$ cat config.mk
export PLATFORM = sky130hd
export DESIGN_NAME = mctrl
export DESIGN_NICKNAME = d
export VERILOG_FILES = /design/src/rtl/mctrl.sv
export SDC_FILE = /design/constraint.sdc
export NUM_CORES = 1
export LEC_CHECK = 0
export ABC_AREA = 0
export BUFFER_PORTS_ARGS = -buffer_cell sky130_fd_sc_hd__buf_2
export CORE_ASPECT_RATIO = 1.1
export CORE_MARGIN = 2
export CORE_UTILIZATION = 50
export DETAILED_ROUTE_END_ITERATION = 12
export HOLD_SLACK_MARGIN = 0.03
export MAX_ROUTING_LAYER = met4
export PLACE_DENSITY_LB_ADDON = 0.1
export SLEW_MARGIN = 40
export SYNTH_ARGS = -nofsm -noshare
export SYNTH_HDL_FRONTEND = slang
export SYNTH_SLANG_ARGS = --single-unit
$ cat constraint.sdc
create_clock -name clk -period 2.4 [get_ports clk]
set_input_delay 0.12 -clock clk [delete_from_list [all_inputs] [get_ports clk]]
set_output_delay 0.12 -clock clk [all_outputs]
set_load 0.02 [all_outputs]
$ cat src/rtl/mctrl.sv
// mctrl: multi-cycle control FSM for a MIPS subset, with a retired-instruction counter.
// Outputs decode from the current state and instruction fields; reset forces them all to 0.
module mctrl (
  input  logic        clk,
  input  logic        rst,
  input  logic [5:0]  opcode,
  input  logic [5:0]  funct,
  input  logic        zero,
  input  logic        overflow,
  output logic        PcWrite,
  output logic        IrWrite,
  output logic        RegWrite,
  output logic        MemWrite,
  output logic [1:0]  RegDst,
  output logic        AluSrc,
  output logic [1:0]  wd_sel,
  output logic [2:0]  NpcSel,
  output logic [1:0]  ExtOp,
  output logic [3:0]  AluCtrl,
  output logic        lb,
  output logic [3:0]  state,
  output logic [31:0] instr_cnt
);
  typedef enum logic [3:0] {
    FETCH = 4'd0, DECODE = 4'd1, EXEC = 4'd2, MEM_RD = 4'd3, MEM_WR = 4'd4,
    WB_ALU = 4'd5, WB_MEM = 4'd6, BRANCH = 4'd7, JUMP = 4'd8
  } state_t;
  state_t state_q, state_d;
  logic [31:0] cnt_q;
  logic rtype, r_addu, r_subu, r_slt, r_jr;
  logic i_ori, i_lui, i_addi, i_lw, i_lb, i_sw, i_beq, i_j, i_jal;
  logic is_exec, is_jump, retire;
  logic s_fetch, s_wb_alu, s_wb_mem, s_mem_wr, s_branch, s_jump, hold;
  assign rtype  = opcode == 6'h00;
  assign r_addu = rtype && funct == 6'h21;
  assign r_subu = rtype && funct == 6'h23;
  assign r_slt  = rtype && funct == 6'h2a;
  assign r_jr   = rtype && funct == 6'h08;
  assign i_ori  = opcode == 6'h0d;
  assign i_lui  = opcode == 6'h0f;
  assign i_addi = opcode == 6'h08;
  assign i_lw   = opcode == 6'h23;
  assign i_lb   = opcode == 6'h20;
  assign i_sw   = opcode == 6'h2b;
  assign i_beq  = opcode == 6'h04;
  assign i_j    = opcode == 6'h02;
  assign i_jal  = opcode == 6'h03;
  assign is_jump = i_j || i_jal || r_jr;
  assign is_exec = r_addu || r_subu || r_slt || i_ori || i_lui || i_addi || i_lw || i_lb || i_sw;
  assign retire  = state_q inside {MEM_WR, WB_ALU, WB_MEM, BRANCH, JUMP};
  always_comb begin
    state_d = FETCH;
    case (state_q)
      FETCH:  state_d = DECODE;
      DECODE: state_d = i_beq ? BRANCH : is_jump ? JUMP : is_exec ? EXEC : FETCH;
      EXEC:   state_d = (i_lw || i_lb) ? MEM_RD : i_sw ? MEM_WR : WB_ALU;
      MEM_RD: state_d = WB_MEM;
      default: state_d = FETCH;
    endcase
  end
  always_ff @(posedge clk or posedge rst) begin
    if (rst) begin
      state_q <= FETCH;
      cnt_q   <= '0;
    end else begin
      state_q <= state_d;
      cnt_q   <= cnt_q + {31'd0, retire};
    end
  end
  // Every state qualifier includes !rst so outputs drop to 0 the moment reset asserts.
  assign s_fetch  = !rst && state_q == FETCH;
  assign s_wb_alu = !rst && state_q == WB_ALU;
  assign s_wb_mem = !rst && state_q == WB_MEM;
  assign s_mem_wr = !rst && state_q == MEM_WR;
  assign s_branch = !rst && state_q == BRANCH;
  assign s_jump   = !rst && state_q == JUMP;
  assign hold     = !rst && state_q inside {EXEC, MEM_RD, MEM_WR, WB_ALU, WB_MEM};
  assign PcWrite  = s_fetch || (s_branch && zero) || s_jump;
  assign IrWrite  = s_fetch;
  assign RegWrite = (s_wb_alu && !(i_addi && overflow)) || s_wb_mem || (s_jump && i_jal);
  assign MemWrite = s_mem_wr;
  assign RegDst   = (s_wb_alu && rtype) ? 2'd1 : (s_jump && i_jal) ? 2'd2 : 2'd0;
  assign wd_sel   = s_wb_mem ? 2'd1 : (s_jump && i_jal) ? 2'd2 : 2'd0;
  assign NpcSel   = s_branch ? 3'd1 : s_jump ? (r_jr ? 3'd3 : 3'd2) : 3'd0;
  assign AluSrc   = hold && !rtype;
  assign ExtOp    = !hold || rtype || i_ori ? 2'd0 : i_lui ? 2'd2 : 2'd1;
  assign AluCtrl  = s_branch ? 4'd1 : !hold ? 4'd0 : r_subu ? 4'd1 :
                    (i_ori || i_lui) ? 4'd2 : r_slt ? 4'd3 : i_addi ? 4'd4 : 4'd0;
  assign lb        = hold && i_lb;
  assign state     = state_q;
  assign instr_cnt = cnt_q;
endmodule

Yosys cells after proc, flatten, opt, wreduce, memory -nomap -nowiden --
Cells that the tools add are included.
Storage, ports and cells: bits of input ports 16, output and inout bits 55, flip-flop bits (word level) 36, logic and storage cells 88
Cells by class: add/subtract/negate cells 1, reduce and logical (&&, ||, !) cells 44, multiplexer cells 20, equality and inequality tests 21
Operators with widths (count):
- $eq A6 B6 Y1 const B | 6
- $add A32 B1 Y32 | 1
- $eq A6 B4 Y1 const B | 4
- $mux W3 | 7
- $logic_and A1 B1 Y1 | 18
- $logic_or A1 B1 Y1 | 18
- $eq A4 B3 Y1 const B | 4
- $mux W2 | 8
- $pmux W4 S4 | 1
- $eq A6 B2 Y1 const B | 2
- $reduce_bool A5 Y1 | 2
- $eq A4 B2 Y1 const B | 2
- $mux W4 | 2
- $eq A6 B3 Y1 const B | 1
- $logic_not A6 Y1 | 1
- $eq A4 B1 Y1 const B | 1
- $eq A4 B4 Y1 const B | 1
- $logic_not A1 Y1 | 4
- $logic_not A4 Y1 | 1
- $mux W1 | 2

Longest topological paths before layout --
Gate-level depths: netlist (run 1).
word-level depth 14, mapped depth 11, gate-level depth less buffers 10

Worst setup path after synthesis (run 1) --
No wires, ideal clock.
path kind reg2reg, start reg state_q[2], in the netlist state[2], end reg cnt_q[22], in the netlist instr_cnt[22], path buffers 1, setup time 0.131 ns, arrival time 2.289 ns, slack -0.020 ns, stages on the path, launching flop included 12, data required time 2.269 ns, cell sequence dfrtp_1 clkbuf_1 nor3_1 nand2_1 nand2_1 ha_1 ha_1 and2_2 and4_2 and2b_1 and3_1 xor2_1
Between the ends: cells in the longest elaborated chain, start to end 3
Ends and longest elaborated chain:
- start: declaration | line 28 | state_t state_q, state_d;
- start signal: assignment | line 66 | state_q <= state_d;
- $eq A4 B3 Y1 / $eq A4 B4 Y1 (equally long branches) | line 50 | assign retire = state_q inside {MEM_WR, WB_ALU, WB_MEM, BRANCH, JUMP};
- $reduce_bool A5 Y1 * | line 50
- $add A32 B1 Y32 * | line 67 | cnt_q <= cnt_q + {31'd0, retire};
- end signal: assignment | line 67
- end: declaration | line 29 | logic [31:0] cnt_q;
Every way passes the cells marked *; elsewhere a longest branch is shown, timed or not.

Final worst setup path (run 1) --
start reg state_q[2], in the netlist state[2], end reg cnt_q[20], in the netlist instr_cnt[20]
The elaborated chain is that of the path after synthesis.

==> results of run 1 <==
-- logic make-up after synthesis --
| kind of cell | count (synthesis) |
|---|---|
| AOI/OAI and AO/OA | 19 |
| DFF | 36 |
| other | 1 |
| adders and majority gates | 2 |
| and+or+nand+nor | 108 |
| xor gates and xnor gates | 33 |
| buffers and inverters | 15 |
-- final timing paths --
check / from / to / cells after the start
max reg2reg: state[2]$_DFF_PP0_ / instr_cnt[20]$_DFF_PP0_ / 10
min in group asynchronous: rst / instr_cnt[0]$_DFF_PP0_ / 4
min reg2reg: instr_cnt[31]$_DFF_PP0_ / instr_cnt[31]$_DFF_PP0_ / 1
max: state[2]$_DFF_PP0_ / instr_cnt[20]$_DFF_PP0_ / 10
min: opcode[2] / state[2]$_DFF_PP0_ / 3
max in group asynchronous: rst / instr_cnt[12]$_DFF_PP0_ / 4
-- critical path: stages (launching register included) --
cell,delay (ns)
dfrtp_1,0.42
nor3_2,0.21
nand2_1,0.11
nand2_1,0.08
ha_1,0.21
ha_1,0.22
and2_2,0.17
and4_4,0.27
nand2b_1,0.10
nor3_2,0.20
xor2_1,0.15
-- sequential cells by signal, summed over array words and instances, names as in the netlist --
| name | flops |
|---|---|
| state | 4 |
| instr_cnt | 32 |
-- report_power, final --
group / internal, mW / total (mW) / switching, mW
combinational: 0.156 / 0.427 / 0.271
sequential: 0.653 / 0.700 / 0.0465
clock: 0.307 / 0.527 / 0.219
total: 1.12 / 1.65 / 0.537
-- through the flow --
step                setup slack (ns)  cells  total power [mW]
detailed placement            0.0717    331              1.14
global placement               0.202    331              1.13
CTS                           0.0652    340              1.67
finish                         0.189    340              1.65
global route                -0.00404    340              1.75
floorplan                     0.0645    215             0.989
-- what timing repair did --
action,in CTS,in global routing
hold buffers,1,0
endpoints found under the setup margin,0,13
endpoints found under the hold margin,19,0
resized for setup,0,2
-- metal layers --
| metal | up-vias | share of wire (%) | GRT usage, % |
|---|---|---|---|
| met5 | - | 0 | - |
| met3 | 2 | 4.3 | 3.77 |
| met4 | 0 | 0.45 | 6.25 |
| met1 | 865 | 46 | 27.1 |
| li1 | 888 | - | - |
| met2 | 47 | 49 | 32.7 |
-- Yosys cell counts (all sizes together) (2+ instances only) --
cell     n
and4     4
and2b    2
xnor2   21
nand4    7
and3    11
ha       2
nand2   16
and2     4
clkbuf   4
nand2b   8
nor2    22
nor3    10
buf      5
a211oi   2
xor2    12
o31ai    3
nand3   19
a21oi    6
nor4     3
dfrtp   36
inv      6
-- final cells by class --
cell class / instances / area share [%]
Multi-Input combinational cell: 164 / 42.9
Sequential cell: 36 / 34.6
Timing Repair Buffer: 74 / 14.9
Clock buffer: 5 / 2.64
Tap cell: 52 / 2.50
Clock inverter: 3 / 1.63
Inverter: 6 / 0.865
==> impl_metrics.toml, run 1 <==
[grt]
grt_pass1_wl_microns = 7390
overflow = 0
grt_max_degree = 37
antenna_found_initial = 0
track_usage_pct = 20.6
grt_pass1_vias = 1611

[finish]
fin_util_pct = 65.2
fin_area_sq_um = 2600
regArea_sq_um = 901
drive_gt1_share_pct = 33.7
nFillCells = 360
final_cell_mix = "68 x buf_2, 36 x dfrtp_1, 22 x nor2_1"
diodes = 0
syn2layout_area_growth_pct = 24.8
fin_nets = 305
multi_input_area_sq_um = 1120
final_common_cell = "buf_2"

[clock_network]
clk_latency_ns = 0.28
cts.sinks = 36
clock_tree.root_cell = "clkbuf_8"
h-tree-depth = 2
clk_pin_slew_worst_paths_ns = 0.07
post-cts-setup-buffers = 0
clk_path_buf_depth = 2
cts_tree = "done"
cts_made_buffers = 5

[yosys]
ys_types = 43
synth_top_cell_by_area = "dfrtp_1"
syn-cell-area_sq_um = 2090
synth_warnings = 0
synth_compound_area_share_pct = 6.35
synth_xor_area_share_pct = 13.8
ys.flop_type = "dfrtp_1"
synth_fa_ha_area_share_pct = 1.20
synth_top_family_by_area = "simple AND/OR/NAND/NOR gates"
synth_cells = 214
ys_ff_latch = 36
synthTopCellsByArea = "dfrtp_1 43%, xnor2_1 8.8%, xor2_1 5.0%"
synth-edff-count = 0
synthSimpleGateAreaFrac_pct = 31.4
postSynthAreaPerCell_sq_um = 9.75
synth_top_area_share_pct = 43.2
ys_seq_area_share_pct = 43.2
synthMuxAreaShare_pct = 0
async_reset_ff_share_pct = 100

[critical_path]
worstPathMaxFanout = 5
cp_data_required_time_ns = 2.61
worst_ep_arrival_time_ns = 2.42
r2r_setup_slack_ns = 0.19
critPathCaptureType = "flip-flop"
crit_type = "reg2reg"
worst_setup_path_start_kind = "flip-flop"

[floorplanning]
design.core.area_sq_um = 3990
die-height_microns = 71.8
rows = 24
die_area_sq_um = 4710
die_x_microns = 65.6
start_util_pct = 52.3
io_pins = 71

[place]
placed_area_sq_um = 2480
portBuffers = 68
place_congestion = 0.808
dp_hpwl_microns = 3380

[timing]
fin_hold_ws_ns = 0.193
fin_tns_setup_ns = 0
fmax_mhz = 452
hold_violations = 0
setup_violations = 0
fin_crit_sh_pct = 92.1
skew_ns = 0.00343
maxSlewViolCount = 0
relSlewSlack_pct = 60.1
fin_crit_ns = 2.21
tightest_slew_ns = 0.595

[detailed_routing]
drc = 0
dr.pass1.iters = 4
totalWireLength_microns = 4440
drt_iter0_drc = 100
via_per_inst = 5.30
num_vias = 1802
wire_per_inst_microns = 13.0
ant_nets = 0

[power]
power_density_nw_per_um2 = 635
ir_drop_uv = 319
leakage_nw = 1.45

[job]
max_cap_viol_count = 0

[outcome]
outcome = "finished clean"

[worst_hold_path]
hold_class = "in2reg"
No activity file was read; power rests on OpenSTA's default activity.
==> run 2, diff against run 1 <==
--- a/config.mk
+++ b/config.mk
@@ -9,11 +9,11 @@
 export BUFFER_PORTS_ARGS = -buffer_cell sky130_fd_sc_hd__buf_2
 export CORE_ASPECT_RATIO = 1.1
 export CORE_MARGIN = 2
-export CORE_UTILIZATION = 50
+export CORE_UTILIZATION = 45
 export DETAILED_ROUTE_END_ITERATION = 12
 export HOLD_SLACK_MARGIN = 0.03
 export MAX_ROUTING_LAYER = met4
-export PLACE_DENSITY_LB_ADDON = 0.1
+export PLACE_DENSITY = 0.85
 export SLEW_MARGIN = 40
 export SYNTH_ARGS = -nofsm -noshare
 export SYNTH_HDL_FRONTEND = slang
==> constraint.sdc (replaced) <==
create_clock -name clk -period 2.4 [get_ports clk]
set_input_delay 0.36 -clock clk [delete_from_list [all_inputs] [get_ports clk]]
set_output_delay 0.36 -clock clk [all_outputs]
set_load 0.02 [all_outputs]
==> impl_metrics.toml, run 2 (same netlist as run 1, synthesis figures left out) <==
[timing]
relSlewSlack_pct = 65.9
fin_crit_sh_pct = 91.7
hold_violations = 0
fin_hold_ws_ns = 0.277
rsz0062_at_grt = "false"
maxSlewViolCount = 0
fin_crit_ns = 2.20
setup_ws_ns = 0.198
skew_ns = 0.00644
fin_tns_setup_ns = 0
fmax_mhz = 454
tightest_slew_ns = 0.510
setup_violations = 0

[floorplanning]
die_x_microns = 68.9
rows = 25
die-height_microns = 75.4
die_area_sq_um = 5200
io_pins = 71
design.core.area_sq_um = 4380
start_util_pct = 47.7

[worst_hold_path]
hold_class = "in2async"

[grt]
antenna_found_initial = 0
grt_pass1_wl_microns = 7590
track_usage_pct = 19.8
grt_max_degree = 37
grt_pass1_vias = 1698
overflow = 0

[place]
dp_hpwl_microns = 3560
place_congestion = 0.834
post-place-ws_ns = 0.127
dp.cells = 335
portBuffers = 68

[finish]
largest_reg_flops = 32
syn2layout_area_growth_pct = 24.0
drive_gt1_share_pct = 33.6
fin_util_pct = 59.1
fin_nets = 306
final_cell_mix = "68 x buf_2, 36 x dfrtp_1, 22 x nor2_1"
fin_cells = 343
diodes = 0
final_common_cell = "buf_2"

[power]
ir_drop_uv = 311
power_density_nw_per_um2 = 610
leakage_nw = 1.45

[detailed_routing]
drc = 0
ant_nets = 0
wl_met3_microns = 306
via_per_inst = 5.25
wirelength_met1_microns = 1970
top_layer_used = "met4"
totalWireLength_microns = 4640
route.met2.wl_microns = 2280
num_vias = 1802
wire_per_inst_microns = 13.5
dr.pass1.iters = 4
drt_iter0_drc = 78

[clock_network]
clock_tree.root_cell = "clkbuf_8"
clk_path_buf_depth = 2
cts_made_buffers = 5
clk_latency_ns = 0.29
post_cts.resized_instances = 0
cts_hold_buf = 0
h-tree-depth = 2
clk_pin_slew_worst_paths_ns = 0.07
cts.sinks = 36
cts_tree = "done"
post-cts-setup-buffers = 0

[job]
max_cap_viol_count = 0

[outcome]
outcome = "finished clean"

[critical_path]
worst_setup_path_start_kind = "flip-flop"
critPathCaptureType = "flip-flop"
crit_type = "reg2reg"
worstPathMaxFanout = 5
cp_data_required_time_ns = 2.57
worst_ep_arrival_time_ns = 2.37
[run 2: cell types whose count changed in the layout (fill, tap and decap cells not counted), sizes merged]
cell         delta
buf             +2
dlygate4sd3     -1
bufinv          -1
clkinv          -1
clkbuf          +3
clkinvlp        -1
[run 2: critical path, stage by stage (launching register included)]
cell	delay, ns
dfrtp_1	0.40
nor3_2	0.20
nand2_1	0.11
nand2_1	0.07
ha_1	0.20
ha_1	0.22
and2_2	0.16
and4_2	0.28
and2_4	0.18
nand4_2	0.11
xnor2_1	0.14
[run 2: area by class of cell]
| cell class | count | area, sq um |
|---|---|---|
| Fill cell | 378 | 1790 |
| Multi-Input combinational cell | 164 | 1110 |
| Sequential cell | 36 | 901 |
| Timing Repair Buffer | 75 | 393 |
| Clock buffer | 8 | 90.1 |
| Tap cell | 54 | 67.6 |
| Inverter | 6 | 22.5 |
[run 2: per-layer routing]
layer / up-vias / GRT usage, %
met5: - / -
met4: 0 / 8.71
met3: 8 / 3.84
met2: 63 / 33.1
met1: 846 / 23.0
li1: 885 / -
[run 2: path summary, 6_finish.rpt]
kind / from / to / slack (ns) / cells after the start
worst min-delay path: rst / instr_cnt[4]$_DFF_PP0_ / 0.28 / 3
worst max-delay path: state[0]$_DFF_PP0_ / instr_cnt[26]$_DFF_PP0_ / 0.20 / 10
worst min register to register: instr_cnt[31]$_DFF_PP0_ / instr_cnt[31]$_DFF_PP0_ / 0.46 / 1
worst max register to register: state[0]$_DFF_PP0_ / instr_cnt[26]$_DFF_PP0_ / 0.20 / 10
max in group asynchronous: rst / instr_cnt[30]$_DFF_PP0_ / 1.80 / 3
min in group clk: funct[4] / state[3]$_DFF_PP0_ / 0.44 / 4
[run 2: per-stage QoR]
step / instance area (sq um) / power (mW)
after floorplan: 2090 / 0.989
after global placement: 2490 / 1.14
after detailed placement: 2490 / 1.14
after CTS: 2580 / 1.59
after global routing: 2590 / 1.67
final: 2590 / 1.58
[run 2: power breakdown]
| group | switching [mW] | internal (mW) |
|---|---|---|
| clock | 0.205 | 0.234 |
| combinational | 0.278 | 0.159 |
| sequential | 0.0501 | 0.654 |
==> run 3, diff against run 2 <==
--- a/config.mk
+++ b/config.mk
@@ -14,6 +14,7 @@
 export HOLD_SLACK_MARGIN = 0.03
 export MAX_ROUTING_LAYER = met4
 export PLACE_DENSITY = 0.85
+export RECOVER_POWER = 100
 export SLEW_MARGIN = 40
 export SYNTH_ARGS = -nofsm -noshare
 export SYNTH_HDL_FRONTEND = slang
==> impl_metrics.toml, run 3 (same netlist as run 1, synthesis figures left out) <==
[critical_path]
r2r_setup_slack_ns = 0.18
crit_type = "in2out"
worst_ep_arrival_time_ns = 1.88
reg2reg_to = "instr_cnt[26]$_DFF_PP0_"
r2r.worst_path.cells = 10
r2r-start = "state[0]$_DFF_PP0_"
worst_setup_path_start_kind = "input port"
critPathCaptureType = "output port"
worstPathMaxFanout = 9
cp_data_required_time_ns = 2.04

[detailed_routing]
wire_per_inst_microns = 13.6
drt_iter0_drc = 81
ant_nets = 0
dr.pass1.iters = 4
num_vias = 1805
via_per_inst = 5.26
drc = 0
totalWireLength_microns = 4660

[power]
power_frac_clock_pct = 28.0
pwr-share-comb_pct = 26.8
p_sw_share_pct = 34.0
ir_drop_uv = 300
power_density_nw_per_um2 = 625
leakage_nw = 1.22
sequentialPowerShare_pct = 45.2
switchingPower_mw = 0.530
internal_power_mw = 1.03

[finish]
drive_gt1_share_pct = 14.5
nFillCells = 409
fin_nets = 306
largest_reg_flops = 32
syn2layout_area_growth_pct = 19.6
diodes = 0
final_common_cell = "clkbuf_1"
fin_cells = 343
final_cell_mix = "54 x clkbuf_1, 36 x dfrtp_1, 22 x nor2_1"

[timing]
fin_crit_sh_pct = 93.4
fin_crit_ns = 2.24
skew_ns = 0.00576
tightest_slew_ns = 1.92
maxSlewViolCount = 37
fmax_mhz = 446
fin_tns_setup_ns = 0
hold_violations = 0
setup_violations = 0
rsz0062_at_grt = "false"
fin_hold_ws_ns = 0.439
relSlewSlack_pct = -27.9

[grt]
antenna_found_initial = 0
grt_max_degree = 37
track_usage_pct = 19.8
overflow = 0
grt_pass1_vias = 1698
grt_pass1_wl_microns = 7590

[clock_network]
clk_path_buf_depth = 2
cts_made_buffers = 5
clock_tree.root_cell = "clkbuf_8"
cts_tree = "done"
clk_latency_ns = 0.29
h-tree-depth = 2
cts_hold_buf = 0
cts.sinks = 36
clk_pin_slew_worst_paths_ns = 0.06

[place]
place_congestion = 0.834
dp.cells = 335
portBuffers = 68
dp_hpwl_microns = 3560

[worst_hold_path]
hp-start = "funct[4]"
whs_endpoint = "state[3]$_DFF_PP0_"
hold_depth = 4
hold_class = "in2reg"

[floorplanning]
start_util_pct = 47.7
die_area_sq_um = 5200
rows = 25
design.core.area_sq_um = 4380
io_pins = 71
die_x_microns = 68.9
die-height_microns = 75.4

[job]
max_cap_viol_count = 1

[outcome]
violations = "capacitance limit, slew limit"
outcome = "finished with violations"
run 3: power groups by stage:
stage          logic (mW)  registers [mW]  clock network (mW)
6_report            0.418           0.704               0.436
5_1_grt             0.465           0.711               0.478
4_1_cts             0.438           0.702               0.452
3_5_place_dp        0.432           0.712                   0
3_3_place_gp        0.428           0.711                   0
2_1_floorplan       0.225           0.764                   0
run 3: worst max-delay path, stage by stage:
cell and delay, ns:
clkbuf_1 0.18, nor4_1 0.43, and2_4 0.24, nand3_1 0.12, o31ai_1 0.31, clkbuf_2 0.24
run 3: final cells by class:
cell class	count	area, sq um	area share, %
Timing Repair Buffer	75	323	12.9
Tap cell	54	67.6	2.71
Inverter	6	22.5	0.902
Clock buffer	8	90.1	3.61
Sequential cell	36	901	36.1
Multi-Input combinational cell	164	1090	43.8
run 3: worst max-delay path by stage:
| stage | depth (start not counted) | end | slack, ns | start |
|---|---|---|---|---|
| after global placement | 10 | instr_cnt[26]$_DFF_PP0_ | 0.26 | state[2]$_DFF_PP0_ |
| final | 6 | NpcSel[0] | 0.16 | opcode[1] |
| after global routing | 10 | instr_cnt[26]$_DFF_PP0_ | 0.02 | state[0]$_DFF_PP0_ |
| after detailed placement | 10 | instr_cnt[26]$_DFF_PP0_ | 0.13 | state[2]$_DFF_PP0_ |
| after CTS | 10 | instr_cnt[26]$_DFF_PP0_ | 0.11 | state[2]$_DFF_PP0_ |
| after floorplan | 11 | instr_cnt[22]$_DFF_PP0_ | 0.06 | state[2]$_DFF_PP0_ |
run 3: timing repair:
item	in CTS	in global routing
gates resized for setup	0	1
setup endpoints to repair	0	9
hold endpoints to repair	0	0
setup buffers	0	0
run 3: metrics by stage:
stage / total power, mW / worst slack (ns) / utilization [%] / cell area [sq um]
2_1_floorplan: 0.989 / 0.0645 / - / 2090
3_3_place_gp: 1.14 / 0.256 / 56.9 / 2490
3_5_place_dp: 1.14 / 0.127 / 56.9 / 2490
4_1_cts: 1.59 / 0.112 / 59.0 / 2580
5_1_grt: 1.65 / 0.0198 / 57.0 / 2500
6_report: 1.56 / 0.159 / 57.0 / 2500
run 3: routing by layer:
metal	global-route usage (%)	up-vias	share of wire, %	wire, microns
met5	-	-	0	0
met4	8.71	0	1.6	76
met3	3.84	9	6.3	293
met2	33.1	62	50	2310
met1	23.0	849	43	1980
li1	-	885	-	-
